## config.mk

```make
export PLATFORM = sky130hd
export DESIGN_NAME = alu
export DESIGN_NICKNAME = d
export VERILOG_FILES = /design/src/rtl/alu_pkg.sv /design/src/rtl/alu_shifter.sv /design/src/rtl/alu.sv
export SDC_FILE = /design/constraint.sdc
export NUM_CORES = 1
export LEC_CHECK = 0
export CAP_MARGIN = 30
export CORE_MARGIN = 2
export CORE_UTILIZATION = 35
export CTS_CLUSTER_SIZE = 16
export DETAILED_ROUTE_END_ITERATION = 8
export PLACE_DENSITY_LB_ADDON = 0.25
export SLEW_MARGIN = 25
export SYNTH_ARGS = -nofsm -noshare
export SYNTH_HDL_FRONTEND = slang
export SYNTH_SLANG_ARGS = --single-unit
export TNS_END_PERCENT = 10
```

## constraint.sdc

```tcl
create_clock -name clk -period 18.5 [get_ports clk]
set_clock_uncertainty 0.1 [all_clocks]
set_input_delay 2.775 -clock clk [delete_from_list [all_inputs] [get_ports clk]]
set_output_delay 2.775 -clock clk [all_outputs]
set_load 0.01 [all_outputs]
```

## src/rtl/alu_pkg.sv

```systemverilog
// Shared decode tables for the execute-stage ALU: opcode/funct codes, flag bit positions,
// and the instruction decoder that turns opcode/funct into datapath controls.
package alu_pkg;

  localparam int XLEN = 32;

  localparam logic [5:0] OPC_RTYPE = 6'h00;
  localparam logic [5:0] OPC_BEQ   = 6'h04;
  localparam logic [5:0] OPC_BNE   = 6'h05;
  localparam logic [5:0] OPC_ADDI  = 6'h08;
  localparam logic [5:0] OPC_ADDIU = 6'h09;
  localparam logic [5:0] OPC_SLTI  = 6'h0A;
  localparam logic [5:0] OPC_SLTIU = 6'h0B;
  localparam logic [5:0] OPC_ANDI  = 6'h0C;
  localparam logic [5:0] OPC_ORI   = 6'h0D;
  localparam logic [5:0] OPC_XORI  = 6'h0E;
  localparam logic [5:0] OPC_LW    = 6'h23;
  localparam logic [5:0] OPC_SW    = 6'h2B;

  localparam logic [5:0] F_SLL  = 6'h00;
  localparam logic [5:0] F_SRL  = 6'h02;
  localparam logic [5:0] F_SRA  = 6'h03;
  localparam logic [5:0] F_SLLV = 6'h04;
  localparam logic [5:0] F_SRLV = 6'h06;
  localparam logic [5:0] F_SRAV = 6'h07;
  localparam logic [5:0] F_ADD  = 6'h20;
  localparam logic [5:0] F_ADDU = 6'h21;
  localparam logic [5:0] F_SUB  = 6'h22;
  localparam logic [5:0] F_SUBU = 6'h23;
  localparam logic [5:0] F_AND  = 6'h24;
  localparam logic [5:0] F_OR   = 6'h25;
  localparam logic [5:0] F_XOR  = 6'h26;
  localparam logic [5:0] F_NOR  = 6'h27;
  localparam logic [5:0] F_SLT  = 6'h2A;
  localparam logic [5:0] F_SLTU = 6'h2B;

  localparam int FLAG_ZERO = 2;
  localparam int FLAG_LESS = 1;
  localparam int FLAG_OVF  = 0;

  typedef enum logic [1:0] {
    SH_LEFT,
    SH_LOGIC,
    SH_ARITH
  } shift_op_e;

  typedef enum logic [3:0] {
    ALU_NONE,
    ALU_ADD,
    ALU_SUB,
    ALU_AND,
    ALU_OR,
    ALU_XOR,
    ALU_NOR,
    ALU_SLT,
    ALU_SLTU,
    ALU_SHIFT
  } alu_fn_e;

  typedef enum logic [1:0] {
    SRC_REG,
    SRC_SIMM,
    SRC_ZIMM
  } src_e;

  typedef struct packed {
    alu_fn_e   fn;
    src_e      src;
    logic      ovf_en;
    logic      zero_en;
    logic      var_shamt;
    shift_op_e sh_op;
  } ctrl_t;

  function automatic ctrl_t decode(input logic [5:0] opcode, input logic [5:0] funct);
    ctrl_t c;
    c.fn        = ALU_NONE;
    c.src       = SRC_REG;
    c.ovf_en    = 1'b0;
    c.zero_en   = 1'b0;
    c.var_shamt = 1'b0;
    c.sh_op     = SH_LEFT;
    case (opcode)
      OPC_RTYPE: begin
        case (funct)
          F_ADD:  begin c.fn = ALU_ADD; c.ovf_en = 1'b1; end
          F_ADDU: c.fn = ALU_ADD;
          F_SUB:  begin c.fn = ALU_SUB; c.ovf_en = 1'b1; end
          F_SUBU: c.fn = ALU_SUB;
          F_AND:  c.fn = ALU_AND;
          F_OR:   c.fn = ALU_OR;
          F_XOR:  c.fn = ALU_XOR;
          F_NOR:  c.fn = ALU_NOR;
          F_SLT:  c.fn = ALU_SLT;
          F_SLTU: c.fn = ALU_SLTU;
          F_SLL:  begin c.fn = ALU_SHIFT; c.sh_op = SH_LEFT;  end
          F_SRL:  begin c.fn = ALU_SHIFT; c.sh_op = SH_LOGIC; end
          F_SRA:  begin c.fn = ALU_SHIFT; c.sh_op = SH_ARITH; end
          F_SLLV: begin c.fn = ALU_SHIFT; c.sh_op = SH_LEFT;  c.var_shamt = 1'b1; end
          F_SRLV: begin c.fn = ALU_SHIFT; c.sh_op = SH_LOGIC; c.var_shamt = 1'b1; end
          F_SRAV: begin c.fn = ALU_SHIFT; c.sh_op = SH_ARITH; c.var_shamt = 1'b1; end
          default: c.fn = ALU_NONE;
        endcase
      end
      OPC_ADDI:  begin c.fn = ALU_ADD; c.src = SRC_SIMM; c.ovf_en = 1'b1; end
      OPC_ADDIU: begin c.fn = ALU_ADD; c.src = SRC_SIMM; end
      OPC_SLTI:  begin c.fn = ALU_SLT; c.src = SRC_SIMM; end
      // sltiu compares against the zero-extended immediate, unlike classic MIPS
      OPC_SLTIU: begin c.fn = ALU_SLTU; c.src = SRC_ZIMM; end
      OPC_ANDI:  begin c.fn = ALU_AND; c.src = SRC_ZIMM; end
      OPC_ORI:   begin c.fn = ALU_OR;  c.src = SRC_ZIMM; end
      OPC_XORI:  begin c.fn = ALU_XOR; c.src = SRC_ZIMM; end
      OPC_BEQ, OPC_BNE: begin c.fn = ALU_SUB; c.zero_en = 1'b1; end
      OPC_LW, OPC_SW:   begin c.fn = ALU_ADD; c.src = SRC_SIMM; end
      default: c.fn = ALU_NONE;
    endcase
    return c;
  endfunction

  function automatic logic [XLEN-1:0] reverse_bits(input logic [XLEN-1:0] v);
    logic [XLEN-1:0] r;
    for (int i = 0; i < XLEN; i++) begin
      r[i] = v[XLEN-1-i];
    end
    return r;
  endfunction

endpackage

```

## src/rtl/alu_shifter.sv

```systemverilog
// 32-bit log-stage barrel shifter (left / logical right / arithmetic right), combinational.
// The amount is a full 32-bit value; anything >= 32 saturates to all-fill.
module alu_shifter
  import alu_pkg::*;
(
  input  logic [XLEN-1:0] data,
  input  logic [XLEN-1:0] amount,
  input  shift_op_e       op,
  output logic [XLEN-1:0] shifted
);

  logic            fill;
  logic            saturate;
  logic [XLEN-1:0] stage;
  logic [XLEN-1:0] fill_mask;

  assign fill     = (op == SH_ARITH) ? data[XLEN-1] : 1'b0;
  assign saturate = |amount[XLEN-1:5];

  // Left shifts reuse the right-shift stages on a bit-reversed operand.
  always_comb begin
    stage     = (op == SH_LEFT) ? reverse_bits(data) : data;
    fill_mask = '0;
    for (int i = 0; i < 5; i++) begin
      if (amount[i]) begin
        fill_mask = fill ? ~({XLEN{1'b1}} >> (1 << i)) : '0;
        stage     = (stage >> (1 << i)) | fill_mask;
      end
    end
    if (saturate) begin
      shifted = {XLEN{fill}};
    end else if (op == SH_LEFT) begin
      shifted = reverse_bits(stage);
    end else begin
      shifted = stage;
    end
  end

endmodule

```

## src/rtl/alu.sv

```systemverilog
// Single-cycle MIPS-style integer ALU: combinational result/flags (0 cycles) plus a
// registered copy (1 cycle). No handshake; it accepts a new instruction every cycle.
module alu
  import alu_pkg::*;
(
  input  logic            clk,
  input  logic            rst,
  input  logic [XLEN-1:0] instruction,
  input  logic [XLEN-1:0] reg_A,
  input  logic [XLEN-1:0] reg_B,
  output logic [XLEN-1:0] result,
  output logic [2:0]      flags,
  output logic [XLEN-1:0] result_q,
  output logic [2:0]      flags_q
);

  logic [5:0]      opcode;
  logic [5:0]      funct;
  logic [4:0]      shamt;
  logic [15:0]     imm;
  logic            unused_fields;
  ctrl_t           ctrl;

  logic [XLEN-1:0] simm;
  logic [XLEN-1:0] zimm;
  logic [XLEN-1:0] operand_b;
  logic [XLEN-1:0] sum;
  logic [XLEN-1:0] diff;
  logic            add_ovf;
  logic            sub_ovf;
  logic            lt_signed;
  logic            lt_unsigned;
  logic [XLEN-1:0] shift_amount;
  logic [XLEN-1:0] shifted;

  assign opcode        = instruction[31:26];
  assign funct         = instruction[5:0];
  assign shamt         = instruction[10:6];
  assign imm           = instruction[15:0];
  // Register specifiers are resolved upstream; the ALU only sees the operand values.
  assign unused_fields = ^instruction[25:16];

  assign ctrl = decode(opcode, funct);

  assign simm = {{16{imm[15]}}, imm};
  assign zimm = {16'h0000, imm};

  always_comb begin
    case (ctrl.src)
      SRC_SIMM: operand_b = simm;
      SRC_ZIMM: operand_b = zimm;
      default:  operand_b = reg_B;
    endcase
  end

  assign sum  = reg_A + operand_b;
  assign diff = reg_A - operand_b;

  assign add_ovf = (reg_A[XLEN-1] == operand_b[XLEN-1]) && (sum[XLEN-1]  != reg_A[XLEN-1]);
  assign sub_ovf = (reg_A[XLEN-1] != operand_b[XLEN-1]) && (diff[XLEN-1] != reg_A[XLEN-1]);

  assign lt_signed   = $signed(reg_A) < $signed(operand_b);
  assign lt_unsigned = reg_A < operand_b;

  // Variable shifts take the whole rs value so large amounts saturate instead of wrapping.
  assign shift_amount = ctrl.var_shamt ? reg_A : {27'd0, shamt};

  alu_shifter u_shifter (
    .data    (reg_B),
    .amount  (shift_amount),
    .op      (ctrl.sh_op),
    .shifted (shifted)
  );

  always_comb begin
    result = '0;
    flags  = 3'b000;
    case (ctrl.fn)
      ALU_ADD:   result = sum;
      ALU_SUB:   result = diff;
      ALU_AND:   result = reg_A & operand_b;
      ALU_OR:    result = reg_A | operand_b;
      ALU_XOR:   result = reg_A ^ operand_b;
      ALU_NOR:   result = ~(reg_A | operand_b);
      ALU_SLT:   result = {31'd0, lt_signed};
      ALU_SLTU:  result = {31'd0, lt_unsigned};
      ALU_SHIFT: result = shifted;
      default:   result = '0;
    endcase
    flags[FLAG_ZERO] = ctrl.zero_en && (reg_A == reg_B);
    flags[FLAG_LESS] = ((ctrl.fn == ALU_SLT) || (ctrl.fn == ALU_SLTU)) && result[0];
    flags[FLAG_OVF]  = ctrl.ovf_en &&
                       (((ctrl.fn == ALU_ADD) && add_ovf) || ((ctrl.fn == ALU_SUB) && sub_ovf));
  end

  always_ff @(posedge clk or posedge rst) begin
    if (rst) begin
      result_q <= '0;
      flags_q  <= 3'b000;
    end else begin
      result_q <= result;
      flags_q  <= flags;
    end
  end

endmodule

```

# Word-level counts from Yosys, hierarchy flattened
# Index checks and enable logic that the tools add are counted.
# totals
ff_bits	35
input_bits	98
output_inout_bits	70
wordCells	108
# classes
add_sub_neg	2
magnitude_cmp	2
n_eq_ne	43
muxes	26
bitwise_logic	9
n_reduce_logical	24
# op_table
cell	n
two-way mux 32 bit	14
one-hot mux 32 bit (9 select lines)	1
== test 6 bit (second input constant)	12
< comparator 32 bit	2
one-hot mux 32 bit (2 select lines)	1
== test 6 x 4 -> 1 bit (second input constant)	7
one-hot mux 4 bit (9 select lines)	1
adder 32 bit	1
AND 32 bit	1
== test 32 bit	1
NOT 32 bit	1
bitwise OR 16 x 32 -> 32 bit	1
bitwise OR 24 x 32 -> 32 bit	1
bitwise OR 28 x 32 -> 32 bit	1
bitwise OR 30 x 32 -> 32 bit	1
bitwise OR 31 x 32 -> 32 bit	1
bitwise OR 32 bit	1
one-hot mux 4 bit (8 select lines)	1
subtractor 32 bit	1
bitwise XOR 32 bit	1
== test 6 x 3 -> 1 bit (second input constant)	5
OR reduction 27 bit	1
== test 4 x 3 -> 1 bit (second input constant)	4
== test 6 x 2 -> 1 bit (second input constant)	2
20 further kinds	43

# Depth between registers and ports, before layout
# Gate-level depths: netlist of run 1.
# depth
ltp_word	21
ltp_mapped	24
depth_no_buf	22

# By module
# Synthesis of run 1 repeated with hierarchy kept, for this count alone.
# hier_totals
cells_unflattened	1438
area_unflattened_um2	10810.4
# modules_own_cells
module	n_inst	cells_each	area_each_um2
alu	1	1066	7846.3
alu_shifter	1	372	2964.1

# Least setup slack after synthesis of run 1
# No wires, ideal clock.
# synth_path
path_type	input to output
start	input instruction[29]
end	output flags[0]
arrival_time_ps	7425
path_slack_ps	8200
path_stages	21
path_buffers	2
path_cell_list	buf_2 -> nor2b_1 -> mux2i_1 -> or3_1 -> ha_1 -> nor2_1 -> clkbuf_1 -> a22o_1 -> inv_1 -> ha_1 -> nor2_1 -> o311a_1 -> o211a_1 -> nor3_1 -> nand4_1 -> a311oi_1 -> o21bai_1 -> a21oi_1 -> and2_1 -> mux2i_1 -> a211oi_1
# synth_via
elab_chain_cells	11
word_cells_on_any_way	36
# synth_rtl
element	line	rtl
start: declaration	alu.sv:8	input logic [XLEN-1:0] instruction,
== test 6 bit or == test 6 x 4 -> 1 bit (tied branches)	alu_pkg.sv:83	case (opcode)
OR reduction 5 bit (no source line) or OR reduction 4 bit (tied branches)	-	
one-hot mux 2 bit (2 select lines)	alu_pkg.sv:83	
== test 2 bit or == test 2 x 1 -> 1 bit (tied branches)	alu.sv:49	case (ctrl.src)
one-hot mux 32 bit (2 select lines)	alu.sv:49	
adder 32 bit or subtractor 32 bit (tied branches)	alu.sv:56, alu.sv:57	
!= test 1 bit, on equally long branches	alu.sv:59, alu.sv:60	
logical AND 1 bit, on equally long branches	alu.sv:59, alu.sv:60	
logical AND 1 bit	alu.sv:93	(((ctrl.fn == ALU_ADD) && add_ovf) || ((ctrl.fn == ALU_SUB) && sub_ovf));
logical OR 1 bit	alu.sv:93	
logical AND 1 bit *	alu.sv:92	flags[FLAG_OVF] = ctrl.ovf_en &&
end: declaration	alu.sv:12	output logic [2:0] flags,
# Mark *: on every way between the ends. The rest lies on a longest branch, timed or not.

# Worst setup path in the final report of run 1
# layout_path
start	input instruction[26]
end	output flags[0]
# Same word-level chain as after synthesis.

==> reports/metrics.yaml, run 1 <==
cts.sinks: 35
ys.flop_type: "dfrtp_1"
tns_ps: 0
p_per_area_nw_per_um2: 48.3
yosysMostFrequentCell: "nand2_1"
place.gp.congestion: 0.997
final_area_sq_um: 12500
worstSetupStartpointType: "input pin"
slew_headroom_pct: 31.5
fill_cells: 3157
nets: 1853
area_delta_synth_final_pct: 18.9
htree_levels: 2
grt_pass1_vias: 11789
period_share_pct: 71.2
syn_avg_cell_area_sq_um: 6.66
vias_per_cell: 6.53
netSwitchingFraction_pct: 47.8
hold_viol: 0
dr_total_vias: 13356
drc: 0
p_switching_mw: 0.287
yosysUniqueCellTypes: 92
postRouteAntennaNets: 0
max_freq_mhz: 75.9
overflow: 0
path_max_fanout: 24
die_area_sq_um: 31300
final_util_pct: 42.1
tritoncts: "done"
clk_pin_slew_ps: 70
worstPathCellList: "clkdlybuf4s50_1 > nand2_1 > mux2i_1 > or3_1 > ha_1 > buf_4 > nor2_1 > buf_4 > a22o_1 > inv_1 > ha_1 > inv_1 > o22ai_1 > a31oi_1 > nor3_1 > nand4_1 > a311oi_1 > o21bai_1 > a21oi_1 > and2_1 > mux2i_1 > a211oi_1 > clkdlybuf4s50_1"
grt_max_degree: 64
power.leakage_nw: 5.06
cpPeakStageDelay_ps: 780
root_buffer: "clkbuf_16"
core-area_sq_um: 29600
hpwl_um: 39400
yosys-top-cells-area: "ha_1 (12%), dfrtp_1 (8.4%), a21oi_1 (6.5%), nand2_1 (6.2%), o21ai_0 (5.4%)"
finalHoldWorstSlack_ps: 2800
crit_arrival_ps: 10300
die-width_um: 177
yosys_warnings: 0
synth_top_area_share_pct: 11.7
initial_utilization_pct: 35.4
die_y_um: 177
n_antenna_cell: 0
end_kind: "output port"
vdd_drop_max_mv: 0.0373
power_mw: 0.602
avgRoutedWirePerCell_um: 24.7
dp_cells: 2038
hp-class: "input pin to async pin"
drt-initial-drc-count: 1765
rows: 63
postCtsHoldBufs: 0
dp_slack_ps: 5670
ys_seq_elements: 35
post_cts_resized: 0
dr.pass1.iters: 6
grt_pass1_wl_um: 74100
p_int_mw: 0.314
layout_min_cycle_time_ps: 13180
syn-instance-count: 1572
numCtsBuffers: 5
path_class: "input pin to output port"
crit_buf_inv: 6
syn_nets: 1770
synth_commonest_cells: "nand2_1 (173), nor2_1 (138), a21oi_1 (137), inv_1 (112), o21ai_0 (112)"
antenna_found_initial: 1
worstPathRequired_ps: 15620
wl_um: 50500
finalSetupViolations: 0
ys_seq_area_share_pct: 8.37
crit_slowest_cell: "nor3_1"
finalNonFillerCells: 2046
cts_max_path_buffers: 2
synth_area_sq_um: 10500
yosysTopAreaCell: "ha_1"
port_buffers: 157
drive_above_1_share_pct: 6.04
placed_cell_area_sq_um: 12300
combPwrFrac_pct: 68.3
io_pins: 168
critical_path.top_delay_family: "simple AND/OR/NAND/NOR gates"
grt.total_usage_pct: 31.0
status: "finished clean"
synth_edf_count: 0
cap_violations: 0
rsz0062_at_grt: "no"
post_cts_buffers: 0
tightest_slew_ps: 1010
async_reset_ff_share_pct: 100
worst_slack_ps: 5320
slew_violations: 0
p_seq_share_pct: 15.0
p_clk_share_pct: 16.7
## state kept, by name, summed over array words and instances (netlist names)
name / flops
result_q: 32
flags_q: 3
## worst paths after layout
kind,start,end,cells after the start
setup / recovery,instruction[26],flags[0],23
hold / removal,rst,result_q[21],3
max in group asynchronous,rst,result_q[18],3
min in group clk,reg_A[4],flags_q[2],4
## power by group through the flow
stage / Combinational [mW] / Clock, mW / Sequential [mW]
after floorplan: 0.227 / 0 / 0.0982
after global placement: 0.396 / 0 / 0.0915
after detailed placement: 0.398 / 0 / 0.0917
after CTS: 0.400 / 0.102 / 0.0902
after global routing: 0.438 / 0.106 / 0.0910
final: 0.411 / 0.101 / 0.0902
## metal layers
layer	up-vias	track usage, %	part of all wire (%)
met5	-	0	0.026
met4	2	11.9	4.9
met3	160	4.57	11
met2	933	47.1	42
met1	6261	43.9	42
li1	6000	-	-
## kinds of logic (layout without fill, tap and decap cells)
kind of cell / Yosys count / count (layout) / synth area share, %
AO/OA/AOI/OAI: 609 / 609 / 39.7
AND/OR/NAND/NOR: 532 / 532 / 24.0
buffers and inverters: 226 / 310 / 9.01
adder cells (fa/ha/maj): 100 / 100 / 12.1
XOR/XNOR: 39 / 39 / 3.26
flip-flops: 35 / 35 / 8.37
multiplexers: 31 / 31 / 3.64
## area by class of cell
cell class	instances	area, sq um	share of cell area [%]
multi-input combinational	1311	8690	69.8
timing repair buffer	190	1810	14.6
sequential	35	876	7.03
tap	390	488	3.92
inverter	112	420	3.38
clock buffer	5	125	1.00
clock inverter	3	43.8	0.352
## placed cells by master (no fill, tap or decap), types with 16 or more instances in the layout
cell	instances
nor4_1	16
nand4_1	19
buf_4	31
o21ai_0	112
a22oi_1	26
nand2_1	173
a221oi_1	20
nor3_1	51
dfrtp_1	35
a21oi_1	136
o211ai_1	24
a22o_1	21
o221ai_1	18
nor2_1	135
o21a_1	23
o21bai_1	16
xnor2_1	33
a21o_1	20
nand2b_1	18
inv_1	112
ha_1	98
nand3_1	40
a211oi_1	52
clkdlybuf4s50_1	157
(Power assumes the default switching activity.)
==> run 2: changes to the inputs <==
- clock period: 18.5 -> 11.3 ns (I/O delays scaled with it)
==> reports/metrics.yaml, run 2 (synthesis gave the netlist of run 1 again) <==
status: "finished clean"
avgRoutedWirePerCell_um: 24.6
end_kind: "output port"
rsz0062_at_grt: "no"
die_y_um: 177
initial_utilization_pct: 35.4
top_register: "result_q"
worstPathCellList: "clkdlybuf4s50_1 > nand2_1 > mux2i_1 > or3_1 > ha_1 > inv_1 > nand2_1 > o21a_1 > inv_1 > ha_1 > inv_1 > a2111oi_0 > nand4_1 > a311oi_1 > o21bai_1 > a21oi_1 > and2_1 > mux2i_1 > a211oi_1 > clkdlybuf4s50_1"
dp_cells: 2035
p_switching_mw: 0.468
drive_above_1_share_pct: 6.04
netSwitchingFraction_pct: 47.6
root_buffer: "clkbuf_16"
drc: 0
vias_per_cell: 6.42
cap_violations: 0
grt_pass1_wl_um: 74400
wl_um: 50300
period_share_pct: 89.1
placed_cell_area_sq_um: 12300
p_per_area_nw_per_um2: 78.9
finalHoldWorstSlack_ps: 1720
core-area_sq_um: 29600
grt_max_degree: 47
die-width_um: 177
finalNonFillerCells: 2045
dr_total_vias: 13130
hold_viol: 0
hpwl_um: 39400
path_class: "input pin to output port"
met3_length_um: 5190
worst_slack_ps: 1230
cpPeakStageDelay_ps: 770
rows: 63
crit_path_frequent_cell: "inv_1"
numCtsBuffers: 5
final_util_pct: 42.1
max_freq_mhz: 99.3
io_pins: 168
slew_headroom_pct: 25.7
crit_buf_inv: 5
cts_max_path_buffers: 2
crit_arrival_ps: 8270
tns_ps: 0
maxUsedRoutingLayer: "met4"
grt.total_usage_pct: 31.2
area_delta_synth_final_pct: 18.9
port_buffers: 157
overflow: 0
post_cts_buffers: 0
worstPathRequired_ps: 9510
grt_pass1_vias: 11890
layout_common_cells: "nand2_1 (173), clkdlybuf4s50_1 (157), a21oi_1 (136), nor2_1 (135)"
finalSetupViolations: 0
wl_met1_um: 21500
reg_top3: "result_q x32, flags_q x3"
tightest_slew_ps: 1090
final_area_sq_um: 12500
tritoncts: "done"
antenna_found_initial: 0
p_int_mw: 0.515
dp_slack_ps: 1350
hp-class: "input pin to async pin"
p_clk_share_pct: 16.7
dr_wl_met2_um: 20900
layout_min_cycle_time_ps: 10070
fill_cells: 3117
post_cts_resized: 0
cts.sinks: 35
drt-initial-drc-count: 1586
combPwrFrac_pct: 68.3
place.gp.congestion: 0.998
p_seq_share_pct: 15.0
setup.worst_path.start: "instruction[26]"
die_area_sq_um: 31300
final_common_cell: "nand2_1"
worstSetupStartpointType: "input pin"
dr.pass1.iters: 6
htree_levels: 2
postCtsHoldBufs: 0
power_mw: 0.983
critical_path.top_delay_family: "compound AO/OA/AOI/OAI gates"
path_max_fanout: 12
clk_pin_slew_ps: 70
postRouteAntennaNets: 0
nets: 1852
slew_violations: 0
largest_reg_flops: 32
vdd_drop_max_mv: 0.0492
n_antenna_cell: 0
power.leakage_nw: 5.07
crit_slowest_cell: "a2111oi_0"
run 2: changes by cell type in the layout (fill, tap and decap cells not counted), sizes merged:
cell | previous run | this run
buf | 33 | 30
clkbuf | 5 | 6
dlymetal6s2s | 0 | 1
run 2: final cells by class:
cell class | count | area (sq um) | share of cell area (%)
inverter | 112 | 420 | 3.38
tap | 390 | 488 | 3.92
clock buffer | 5 | 125 | 1.00
multi-input combinational | 1311 | 8680 | 69.7
sequential | 35 | 876 | 7.03
timing repair buffer | 189 | 1810 | 14.6
clock inverter | 3 | 43.8 | 0.352
run 2: tightest hold or removal path, cell delays in order:
cell and delay [ps]:
clkdlybuf4s50_1 390, inv_1 50, buf_4 410
run 2: how the worst max path moves through the flow:
stage	to	slack, ps	depth (start not counted)
after CTS	flags[0]	1310	20
after global placement	flags[0]	1440	20
after detailed placement	flags[0]	1350	20
after floorplan	flags[0]	3160	21
after global routing	flags[0]	850	20
final	flags[0]	1230	20
run 2: power by group through the flow:
stage               registers [mW]  clock network [mW]  logic, mW
finish                       0.148               0.164      0.671
global route                 0.149               0.175      0.720
CTS                          0.148               0.167      0.654
detailed placement           0.150                   0      0.652
global placement             0.150                   0      0.648
floorplan                    0.161                   0      0.372
run 2: metal layers:
layer	vias to the layer above	GRT usage, %
met5	-	0
met4	0	15.3
met3	131	3.84
met2	888	46.2
met1	6123	44.3
li1	5988	-
==> RTL edit, RTL diff (config.mk and constraints of run 2) <==
Remove the register `result_q`: a continuous assignment takes its place, so the output `result_q` follows one clock earlier.
--- a/src/rtl/alu.sv
+++ b/src/rtl/alu.sv
@@ -95,13 +95,13 @@
 
   always_ff @(posedge clk or posedge rst) begin
     if (rst) begin
-      result_q <= '0;
       flags_q  <= 3'b000;
     end else begin
-      result_q <= result;
       flags_q  <= flags;
     end
   end
 
+  assign result_q = result;
+
 endmodule
 
Behaviour: not the same (a bounded check fails within 4 cycles, from zero or initial values and one cycle with rst high).
==> RTL edit against run 2 <==
- worst setup slack worse by 0.17 ns
- final cell count is 2.3% lower
- routed wire length down 4.6%
- non-clock buffer count increased by 1
- global-route usage up 0.18 points
- critical path depth increased by 3
- sequential share of layout area shrank 6.4 points
- worst hold slack got worse by 0.18 ns
- final area decreased by 7.2%
- area after synthesis is 5.4% lower
- sequential power shrank 93%
- power fell by 26%
- sequential cell count down 32
- critical endpoint unchanged
- highest routed layer unchanged
==> RTL edit: results (changes against run 2) <==
Yosys:
- By area the synthesized netlist is led by sky130_fd_sc_hd__ha_1 (12%), sky130_fd_sc_hd__a21oi_1 (6.9%), sky130_fd_sc_hd__nand2_1 (6.6%).
- The share of the yosys chip area belonging to registers came to 0.00758 (-0.0761).
- The post-synthesis average cell area is 6.30 um^2 (-5.4%).
- The synthesized net count is 1770 (unchanged).

Outcome:
- The flow ran to the end, and the final reports show no timing, DRC or antenna violations.

Critical path:
- The critical-path cell with the highest stage delay is sky130_fd_sc_hd__nor3_1.
- The maximum net fanout on the critical path came to 24 (+12).
- The critical path launch point is instruction[29].
- The worst stage delay on the critical path was 0.68 ns (-0.09 ns).
- The arrival time reported for the critical path endpoint is 8.44 ns (+0.17 ns).

Clocking:
- The post-CTS clock slew at the launch and capture registers of the worst setup and hold paths came to 0.03 ns (-0.04 ns).
- Clock tree synthesis selected as its root buffer the cell sky130_fd_sc_hd__clkbuf_16.
- The number of CTS-inserted buffers is 3 (-2).
- The number of levels in the clock H-tree is 1 (-1).

Route:
- The total wire length after detailed routing is 48.0 mm (-4.6%).
- The number of design-rule violations left by the first detailed-router iteration is 2048 (+29%).
- The routed via count divided by cell count is 6.48 (+0.89%).
- The wire length on met3 is 4.84 mm (-6.9%).
- The met2 wire length is 20.7 mm (-0.90%).

Global routing:
- The routing usage on met1 is 0.440 (-0.00361).
- The total routing usage reported by global routing was 0.314 (+0.00177).
- The met3 usage is 0.0309 (-0.00755).
- The number of global-route vias before repair was 11611 (-2.3%).
- The met2 track utilization from global routing was 0.490 (+0.0280).

Pwr:
- The post-route total power is 0.000727 W (-26%).
- The proportion of total power due to net switching came to 0.556 (+0.0805).
- The share of total power in the clock network came to 0.077 (-0.090).
- The largest voltage drop on the vdd net came to 0.0538 mV (+9.3%).

Place:
- The worst slack at placement is 1.20 ns (-0.149 ns).
- The placed instance area is 11500 um^2 (-6.5%).
- The placed wire-length estimate is 37.9 mm (-3.9%).

Final layout:
- In the final layout, the registers with the most flip-flops are flags_q: 3 flops.
- The fraction of final layout cells sized beyond drive strength 1 is 0.0593 (-0.00116).
- The number of filler instances in the final layout came to 2995 (-3.9%).

STA:
- The worst slack on hold paths was 1.54 ns (-0.178 ns).
[RTL edit: changes by cell type in the layout (fill, tap and decap cells not counted), sizes merged]
cell	run 2	this run
clkinv	2	0
clkdlybuf4s15	0	1
bufinv	1	0
buf	30	31
clkbuf	6	4
dfrtp	35	3
[RTL edit: cells by family (layout without fill, tap and decap cells)]
family	after synthesis	count (layout)	share of synthesized area
AO/OA/AOI/OAI	609	609	0.419
XOR/XNOR	39	39	0.0345
adder cells (fa/ha/maj)	100	100	0.128
buffers and inverters	258	306	0.119
flip-flops	3	3	0.00758
multiplexers	31	31	0.0385
AND/OR/NAND/NOR	532	532	0.253
[RTL edit: final cells by class]
type / instances / area (um^2) / area share
clock buffer: 4 / 78.8 / 0.00682
inverter: 112 / 420 / 0.0364
multi-input combinational: 1311 / 8680 / 0.751
sequential: 3 / 75.1 / 0.00650
tap: 378 / 473 / 0.0409
timing repair buffer: 190 / 1830 / 0.158
